File: src/rtl/cpu_ifetch_pkg.sv
// Shared types and helpers for the Wishbone instruction-fetch master and its prefetch FIFO.
package cpu_ifetch_pkg;

  typedef enum logic [1:0] {
    StIdle  = 2'd0,
    StReq   = 2'd1,
    StDrain = 2'd2
  } ifetch_state_e;

  function automatic int unsigned bytes_per_word(int unsigned data_width);
    return data_width / 8;
  endfunction

  function automatic int unsigned ptr_width(int unsigned depth);
    return $clog2(depth);
  endfunction

endpackage

File: src/rtl/cpu_ifetch_fifo.sv
// Synchronous prefetch FIFO; power-of-two depth so pointers wrap naturally.
module cpu_ifetch_fifo
  import cpu_ifetch_pkg::*;
#(
  parameter int unsigned WIDTH = 64,
  parameter int unsigned DEPTH = 4,
  localparam int unsigned PtrW = ptr_width(DEPTH)
) (
  input  logic             clk_i,
  input  logic             rst_i,
  input  logic             clear_i,
  input  logic             push_i,
  input  logic             pop_i,
  input  logic [WIDTH-1:0] wdata_i,
  output logic [WIDTH-1:0] rdata_o,
  output logic             full_o,
  output logic             empty_o,
  output logic [PtrW:0]    count_o
);

  localparam logic [PtrW:0] DepthC = (PtrW + 1)'(DEPTH);

  logic [WIDTH-1:0] mem_q [DEPTH];
  logic [PtrW-1:0]  wr_ptr_q, rd_ptr_q;
  logic [PtrW:0]    count_q;
  logic             do_push, do_pop;

  assign empty_o = (count_q == '0);
  assign full_o  = (count_q == DepthC);
  assign do_pop  = pop_i & ~empty_o;
  // A push into a full FIFO is fine when the head leaves in the same cycle.
  assign do_push = push_i & (~full_o | do_pop);
  assign count_o = count_q;
  assign rdata_o = empty_o ? '0 : mem_q[rd_ptr_q];

  always_ff @(posedge clk_i) begin
    if (do_push && !clear_i && !rst_i) begin
      mem_q[wr_ptr_q] <= wdata_i;
    end
  end

  always_ff @(posedge clk_i) begin
    if (rst_i || clear_i) begin
      wr_ptr_q <= '0;
      rd_ptr_q <= '0;
      count_q  <= '0;
    end else begin
      if (do_push) wr_ptr_q <= wr_ptr_q + 1'b1;
      if (do_pop)  rd_ptr_q <= rd_ptr_q + 1'b1;
      if (do_push != do_pop) count_q <= do_push ? count_q + 1'b1 : count_q - 1'b1;
    end
  end

endmodule

File: src/rtl/cpu_ifetch_wb.sv
// Wishbone classic instruction-fetch master with prefetch queue and branch flush.
// Optional bus-error support is enabled by defining CPU_IFETCH_ERR_EN.
module cpu_ifetch_wb
  import cpu_ifetch_pkg::*;
#(
  parameter int unsigned           ADDR_WIDTH = 32,
  parameter int unsigned           DATA_WIDTH = 32,
  parameter int unsigned           DEPTH      = 4,
  parameter logic [ADDR_WIDTH-1:0] RESET_PC   = 32'h00001000
) (
  input  logic                      clk_i,
  input  logic                      rst_i,
  output logic [ADDR_WIDTH-1:0]     wb_adr_o,
  input  logic [DATA_WIDTH-1:0]     wb_dat_i,
  output logic [DATA_WIDTH/8-1:0]   wb_sel_o,
  output logic                      wb_we_o,
  output logic                      wb_cyc_o,
  output logic                      wb_stb_o,
  input  logic                      wb_ack_i,
  input  logic                      branch_flag_i,
  input  logic [ADDR_WIDTH-1:0]     branch_target_i,
  output logic [DATA_WIDTH-1:0]     data_o,
  output logic [ADDR_WIDTH-1:0]     pc_o,
  output logic                      valid_o,
  input  logic                      ready_i
`ifdef CPU_IFETCH_ERR_EN
  ,
  input  logic                      wb_err_i,
  output logic                      fetch_err_o
`endif
);

  localparam int unsigned Bpw  = bytes_per_word(DATA_WIDTH);
  localparam int unsigned PtrW = ptr_width(DEPTH);
  localparam int unsigned EntW = ADDR_WIDTH + DATA_WIDTH;
  localparam logic [PtrW:0]           DepthC    = (PtrW + 1)'(DEPTH);
  localparam logic [ADDR_WIDTH-1:0]   Step      = ADDR_WIDTH'(Bpw);
  localparam logic [ADDR_WIDTH-1:0]   AlignMask = ~(ADDR_WIDTH'(Bpw - 1));

  ifetch_state_e           state_q, state_d;
  logic [ADDR_WIDTH-1:0]   fetch_addr_q, fetch_addr_d;
  logic [PtrW:0]           count, count_after;
  logic                    full, empty, push, pop, bus_err, err_block;
  logic [EntW-1:0]         head;

  assign pop         = valid_o & ready_i & ~branch_flag_i;
  assign count_after = count + (PtrW + 1)'(1) - (PtrW + 1)'(pop);

  always_ff @(posedge clk_i) begin
    if (rst_i) begin
      state_q      <= StIdle;
      fetch_addr_q <= RESET_PC;
    end else begin
      state_q      <= state_d;
      fetch_addr_q <= fetch_addr_d;
    end
  end

  always_comb begin
    state_d      = state_q;
    fetch_addr_d = fetch_addr_q;
    push         = 1'b0;
    unique case (state_q)
      StIdle: if (!branch_flag_i && !full && !err_block) state_d = StReq;
      StReq: begin
        if (branch_flag_i) begin
          // A cycle still waiting for its ack must be closed out before refetching.
          state_d = (wb_ack_i || bus_err) ? StIdle : StDrain;
        end else if (wb_ack_i) begin
          push         = 1'b1;
          fetch_addr_d = fetch_addr_q + Step;
          state_d      = (count_after < DepthC) ? StReq : StIdle;
        end else if (bus_err) begin
          state_d = StIdle;
        end
      end
      StDrain: if (wb_ack_i || bus_err) state_d = StIdle;
      default: state_d = StIdle;
    endcase
    if (branch_flag_i) fetch_addr_d = branch_target_i & AlignMask;
  end

  always_comb begin
    wb_cyc_o = (state_q != StIdle);
    wb_stb_o = (state_q != StIdle);
    wb_adr_o = fetch_addr_q;
  end

  assign wb_sel_o = '1;
  assign wb_we_o  = 1'b0;

`ifdef CPU_IFETCH_ERR_EN
  logic fetch_err_q, err_set;
  assign err_set = (state_q == StReq) & wb_err_i & ~wb_ack_i & ~branch_flag_i;

  always_ff @(posedge clk_i) begin
    if (rst_i || branch_flag_i) fetch_err_q <= 1'b0;
    else if (err_set)           fetch_err_q <= 1'b1;
  end

  assign bus_err     = wb_err_i;
  assign err_block   = fetch_err_q;
  assign fetch_err_o = fetch_err_q;
`else
  assign bus_err   = 1'b0;
  assign err_block = 1'b0;
`endif

  cpu_ifetch_fifo #(
    .WIDTH (EntW),
    .DEPTH (DEPTH)
  ) u_fifo (
    .clk_i   (clk_i),
    .rst_i   (rst_i),
    .clear_i (branch_flag_i),
    .push_i  (push & ~branch_flag_i),
    .pop_i   (pop),
    .wdata_i ({fetch_addr_q, wb_dat_i}),
    .rdata_o (head),
    .full_o  (full),
    .empty_o (empty),
    .count_o (count)
  );

  assign valid_o = ~empty;
  assign pc_o    = head[EntW-1:DATA_WIDTH];
  assign data_o  = head[DATA_WIDTH-1:0];

endmodule
File: config.mk
export PLATFORM = sky130hd
export DESIGN_NAME = cpu_ifetch_wb
export DESIGN_NICKNAME = d
export VERILOG_FILES = /design/src/rtl/cpu_ifetch_pkg.sv /design/src/rtl/cpu_ifetch_fifo.sv /design/src/rtl/cpu_ifetch_wb.sv
export SDC_FILE = /design/constraint.sdc
export NUM_CORES = 1
export LEC_CHECK = 0
export CORE_MARGIN = 2
export CORE_UTILIZATION = 54
export CTS_CLUSTER_DIAMETER = 150
export DETAILED_ROUTE_END_ITERATION = 16
export MAX_ROUTING_LAYER = met4
export PLACE_DENSITY = 0.79
export SKIP_LAST_GASP = 1
export SLEW_MARGIN = 20
export SYNTH_ARGS = -nofsm -noshare
export SYNTH_HDL_FRONTEND = slang
export SYNTH_SLANG_ARGS = --single-unit
File: constraint.sdc
create_clock -name clk_i -period 4.6 [get_ports clk_i]
set_input_delay 0.92 -clock clk_i [delete_from_list [all_inputs] [get_ports clk_i]]
set_output_delay 0.92 -clock clk_i [all_outputs]
set_load 0.01 [all_outputs]
; ---- Word-level counts from Yosys, hierarchy flattened
; Memories as Yosys holds them, arrays and structs flattened. A register that Yosys moved wholly into a read port is not among the register bits.
; Cells that the tools add are included.
[classes]
n_mux = 19
eq_ne = 7
multipliers = 0
n_div = 0
addsub = 6
n_shift = 0
n_reduce_logical = 16
bitwise_logic = 9
order_cmp = 1
[op_table]
columns = op, n
row1 = $mux W32, 3
row2 = $mux W64, 1
row3 = $add A32 B3 Y32 const B, 1
row4 = $mux W2, 7
row5 = $mux W1, 6
row6 = $pmux W2 S3, 1
row7 = $reduce_bool A2 Y1, 3
row8 = $and A1 B1 Y1, 5
row9 = $add A2 B1 Y2 const B, 2
row10 = $ne A2 B2 Y1 const B, 2
row11 = $reduce_and A2 Y1, 2
row12 = $add A3 B1 Y3 const B, 1
row13 = $eq A3 B3 Y1 const B, 1
row14 = $logic_and A1 B1 Y1, 3
row15 = $logic_not A1 Y1, 3
row16 = $logic_not A3 Y1, 1
row17 = $lt A3 B3 Y1 const B, 1
row18 = $mux W3, 1
row19 = $ne A3 B3 Y1 const B, 1
row20 = $not A1 Y1, 3
row21 = $reduce_and A3 Y1, 1
row22 = $sub A3 B1 Y3, 1
row23 = $sub A3 B1 Y3 const B, 1
row24 = $eq A2 B1 Y1 const B, 1
row25 = 6 further kinds, 6
[totals]
in_bits = 69
ff_bits = 41
out_inout_bits = 104
latch_bits = 0
mem_bits_ro = 0
mem_bits_rw = 256
mem_count = 1
word_cells = 65
[memory_table]
columns = memory, depth, width, read_ports, rd_ports_with_merged_regs, wr, line_no
row1 = u_fifo.mem_q, 4, 64, 1, 1, 1, cpu_ifetch_fifo.sv:23  ; logic [WIDTH-1:0] mem_q [DEPTH];

; ---- Depth between registers and ports, before layout
[depth]
ltp_word = 11
mapped_depth = 8
mapped_depth_nobuf = 7

; ---- By module
; From an unflattened synthesis, not the netlist that was laid out.
[unflattened]
cells_unflattened = 726
hier_area_um2 = 12205.5
[modules_own_cells]
columns = mod, cells_per_inst, seq_area_each_um2, area_each_um2, instances
row1 = cpu_ifetch_fifo, 470, 7867.5, 10204.8, 1
row2 = cpu_ifetch_wb, 256, 640.6, 2000.7, 1

; ---- Worst setup path after synthesis
; Ideal clock, no wire load.
[synth_timing]
path_kind = input-to-reg
start = input branch_flag_i
end = memory u_fifo.mem_q[0][0], enable pin
setup_time_ns = 0.426
setup_slack_ns = 1.057
cell_stages = 4
n_path_buf = 1
arrival_time_ns = 3.117
required_time_ns = 4.174
cell_sequence = or2_2 -> clkbuf_1 -> nor3_1 -> and2_1
[synth_via]
elab_chain_len = 9
word_cells_on_any_way = 13
[synth_rtl]
columns = element, line_no
row1 = start: declaration, cpu_ifetch_wb.sv:20  ; input logic branch_flag_i,
row2 = $not A1 Y1, "cpu_ifetch_wb.sv:46, cpu_ifetch_wb.sv:116"
row3 = $and A1 B1 Y1, cpu_ifetch_wb.sv:46  ; assign pop = valid_o & ready_i & ~branch_flag_i;
row4 = $and A1 B1 Y1, cpu_ifetch_fifo.sv:30  ; assign do_pop = pop_i & ~empty_o;
row5 = $or A1 B1 Y1, cpu_ifetch_fifo.sv:32  ; assign do_push = push_i & (~full_o | do_pop);
row6 = $and A1 B1 Y1, cpu_ifetch_fifo.sv:32
row7 = $logic_and A1 B1 Y1 (*) (2 in a row), cpu_ifetch_fifo.sv:37  ; if (do_push && !clear_i && !rst_i) begin
row8 = $mux W1 (*), cpu_ifetch_fifo.sv:37
row9 = $mux W1 (implied by the code) (*), cpu_ifetch_fifo.sv:38  ; mem_q[wr_ptr_q] <= wdata_i;
row10 = end: declaration, cpu_ifetch_fifo.sv:23
; Mark *: on every way between the ends. The rest lies on a longest branch, timed or not.

; ---- Worst setup path in the final report
[layout_timing]
start = register u_fifo.count_q[0] (netlist: u_fifo.count_o[0])
end = output pc_o[2]
[layout_via]
elab_chain_len = 2
[layout_rtl]
columns = element, line_no
row1 = start: declaration, cpu_ifetch_fifo.sv:25  ; logic [PtrW:0] count_q;
row2 = start signal: assignment, cpu_ifetch_fifo.sv:50  ; if (do_push != do_pop) count_q <= do_push ? count_q + 1'b1 : count_q - 1'b1;
row3 = $logic_not A3 Y1, cpu_ifetch_fifo.sv:28  ; assign empty_o = (count_q == '0);
row4 = $mux W64, cpu_ifetch_fifo.sv:34  ; assign rdata_o = empty_o ? '0 : mem_q[rd_ptr_q];
row5 = end: declaration, cpu_ifetch_wb.sv:23  ; output logic [ADDR_WIDTH-1:0] pc_o,
; Every way passes these cells.

==> reports/results.txt <==
Status: completed
Hold Crit Endpoint: u_fifo.rd_ptr_q[1]
RSZ-0062 raised after global routing: no
FFs w/ async S/R, synth: 0
Clock Tree Buf Depth: 3
Fin crit period: 3950 ps
Met2 GRT Util: 0.349
Initial antenna violation count: 0
FF-to-FF End: u_fifo.count_o[2]
R2r setup slk: 1980 ps
Cts bufs inserted: 28
Crit. End Element: output pin
Synth cell count leaders: edfxtp_1, and2_1, mux4_2
Multiplexer share of the synthesized area: 0.124
Hold Worst Slack: 535 ps
DP Wirelength: 14.5 mm
DR DRC count: 0
Hold WC Path Type: flip-flop to flip-flop
Total Power: 5.34 mW
Synth Area in XOR/XNOR: 0.0253
Die Ht: 152 um
Clock root buffer: clkbuf_16
Adder-cell share of the synthesized area: 0.00851
Hold Startpoint: u_fifo.rd_ptr_q[1]
Most area-hungry cell type in the Yosys netlist: edfxtp_1
Post-Syn Area: 0.0118 mm2
Layout cells sized above 1: 0.157
VDD IR max: 0.213 mV
Area Growth Syn to Fin: 23.5%
Avg Inst Size Synth: 17.3 um2
Critical Path RT: 3680 ps
Fin crit share: 0.859
Die width: 152 um
Max_cap viols: 0
Slew headroom: 0.360
Yosys cell types: 49
Worst-Margin Slew: 960 ps
Wirelength, routed: 23.3 mm
Clock sinks: 289
Compound-gate portion of the synthesized area: 0.0228
Clk slew on worst S/H paths: 60 ps
GRT busiest layer: met2
Worst flop-to-flop path startpoint: u_fifo.count_o[0]
Fin nets: 921
Tot GR Track Use: 0.214
Hold-fix buffers, CTS: 0
Via-to-Cell Ratio: 5.67
Drt initial violations: 425
Fillers: 1454
Worst R2R Path Depth: 8
Dominant synthesized flop cell: edfxtp_1
I/O Buffers: 161
Core ar.: 0.0216 mm2
Final Hold Viols: 0
Clk Latency, worst-skew pair: 530 ps
Row cnt: 54
Post-synthesis cell count: 679
First-pass GRT wire length: 36.6 mm
Routability congestion estimate: 0.905
Ports: 173
Critical path class: flip-flop to output pin
Simple-Gate Fraction of Synth Area: 0.0913
Final-report setup violation count: 0
GRT Residual Overflow: 0
Met1 Usage GRT: 0.292
Number of routed nets with antenna violations: 0
Post-Route Utilization: 0.672
Pins Over Slew Limit: 0
Ys Warns: 0
Pwr dens: 367 mW/mm2
Largest family of logic cells by synthesized area: multiplexers
Setup_tns: 0 ps
Dominant cells by area after synthesis: edfxtp_1, mux4_2, dfxtp_1
Leakage power: 4.69 nW
Final Skew: 7.93 ps
CP Launch Type: flip-flop
# Post-CTS Setup Buffers: 0
CTS tree: built
Dpl cells: 1094
H-tree levels: 1
Seq cells post-synth: 289
Initial Util: 0.544
Largest net degree at the start of global routing: 63
Post_cts resized: 0
Seq/Total Area, Yosys: 0.703
DR vias: 6493
Detailed Routing Iterations Pass 1: 5
Vias in the first global route: 6741
Fmax: 0.253 GHz
Finished Layout Cells: 1146
Fraction of post-synthesis cell area in the top cell type by area: 0.633
Critical path arrival: 3030 ps
Most common cell in the netlist: edfxtp_1
Diode count: 0
Worst hold path depth: 2
EDFF count, synth: 248
Crit Path Max Fanout: 36
WL per Instance: 20.4 um
DIE AREA: 0.0230 mm2
Met3 usage: 0.0314
## kinds of logic (layout without fill, tap and decap cells)
kind of cell    after synthesis  count (layout)
fa+ha+maj                     8               8
compound gates               42              42
flops                       289             289
xor+xnor                     34              34
other cells                   2               9
buf+inv                      53             233
mux                          68              68
simple gates                183             183
## final cells by class
cell class	instances	area, um2	share of cell area
Multi-Input combinational cell	344	3240	0.223
Sequential cell	289	8280	0.569
Inverter	10	37.5	0.00258
Tap cell	280	350	0.0241
Clock buffer	40	810	0.0557
Clock inverter	12	70.1	0.00482
Timing Repair Buffer	171	1750	0.120
## worst max-delay path by stage
stage / startpoint / depth (start not counted) / end / slack [ps]
3_3_place_gp: branch_flag_i / 6 / u_fifo.mem_q[2][9] / 960
6_report: u_fifo.count_o[0] / 6 / pc_o[2] / 650
2_1_floorplan: branch_flag_i / 4 / u_fifo.mem_q[0][0] / 1060
3_5_place_dp: branch_flag_i / 6 / u_fifo.mem_q[3][3] / 820
4_1_cts: u_fifo.count_o[0] / 6 / pc_o[2] / 590
5_1_grt: u_fifo.count_o[0] / 6 / pc_o[2] / 470
## flip-flops by register name, indices dropped and copies added (netlist names), named ones only
name and cells:
state_q 2, u_fifo.rd_ptr_q 2, u_fifo.wr_ptr_q 2, u_fifo.count_o 3
u_fifo.mem_q 248, wb_adr_o 30
## critical path, stage by stage (launching register included)
cell,delay (ps)
dfxtp_1,410
inv_1,90
ha_1,270
nand2b_2,510
buf_4,430
and2_1,230
clkdlybuf4s50_1,550
## where the power goes
group          total, mW  internal, mW  leakage, nW  switching (mW)
Clock               2.14          1.23        0.426           0.913
Sequential          2.92          2.87         2.57          0.0544
Combinational      0.271         0.154         1.69           0.118
Total               5.34          4.25         4.69            1.08
## metal layers
layer | wire, um | up-vias
met3 | 1340 | 36
met2 | 11700 | 229
met1 | 9990 | 3295
li1 | - | 2933
met5 | 0 | -
met4 | 320 | 0
## per-stage QoR
step	cell area, um2	worst slack [ps]
6_report	14500	650
3_5_place_dp	13700	819
5_1_grt	14500	475
2_1_floorplan	11800	1060
3_3_place_gp	13700	964
4_1_cts	14500	585
## placed cells by master (no fill, tap or decap), types with 3 or more instances in the layout
| cell | count |
|---|---|
| edfxtp_1 | 248 |
| clkdlybuf4s50_1 | 161 |
| and2_1 | 63 |
| mux4_2 | 62 |
| dfxtp_1 | 39 |
| nor2_1 | 34 |
| clkbuf_16 | 31 |
| nand2_1 | 24 |
| xor2_1 | 22 |
| nand4_1 | 15 |
| a21oi_1 | 14 |
| a211oi_1 | 13 |
| xnor2_1 | 12 |
| inv_1 | 10 |
| nand3_1 | 10 |
| conb_1 | 9 |
| clkbuf_1 | 9 |
| ha_1 | 8 |
| clkinv_2 | 7 |
| nor4_1 | 5 |
| mux2i_1 | 5 |
| buf_12 | 5 |
| buf_4 | 5 |
| and2_4 | 4 |
| o21ai_1 | 4 |
| nor3_1 | 3 |
| and4_1 | 3 |
| o21a_1 | 3 |
| o21ai_0 | 3 |
| clkinvlp_4 | 3 |
Power figures use the tool's default switching activity.
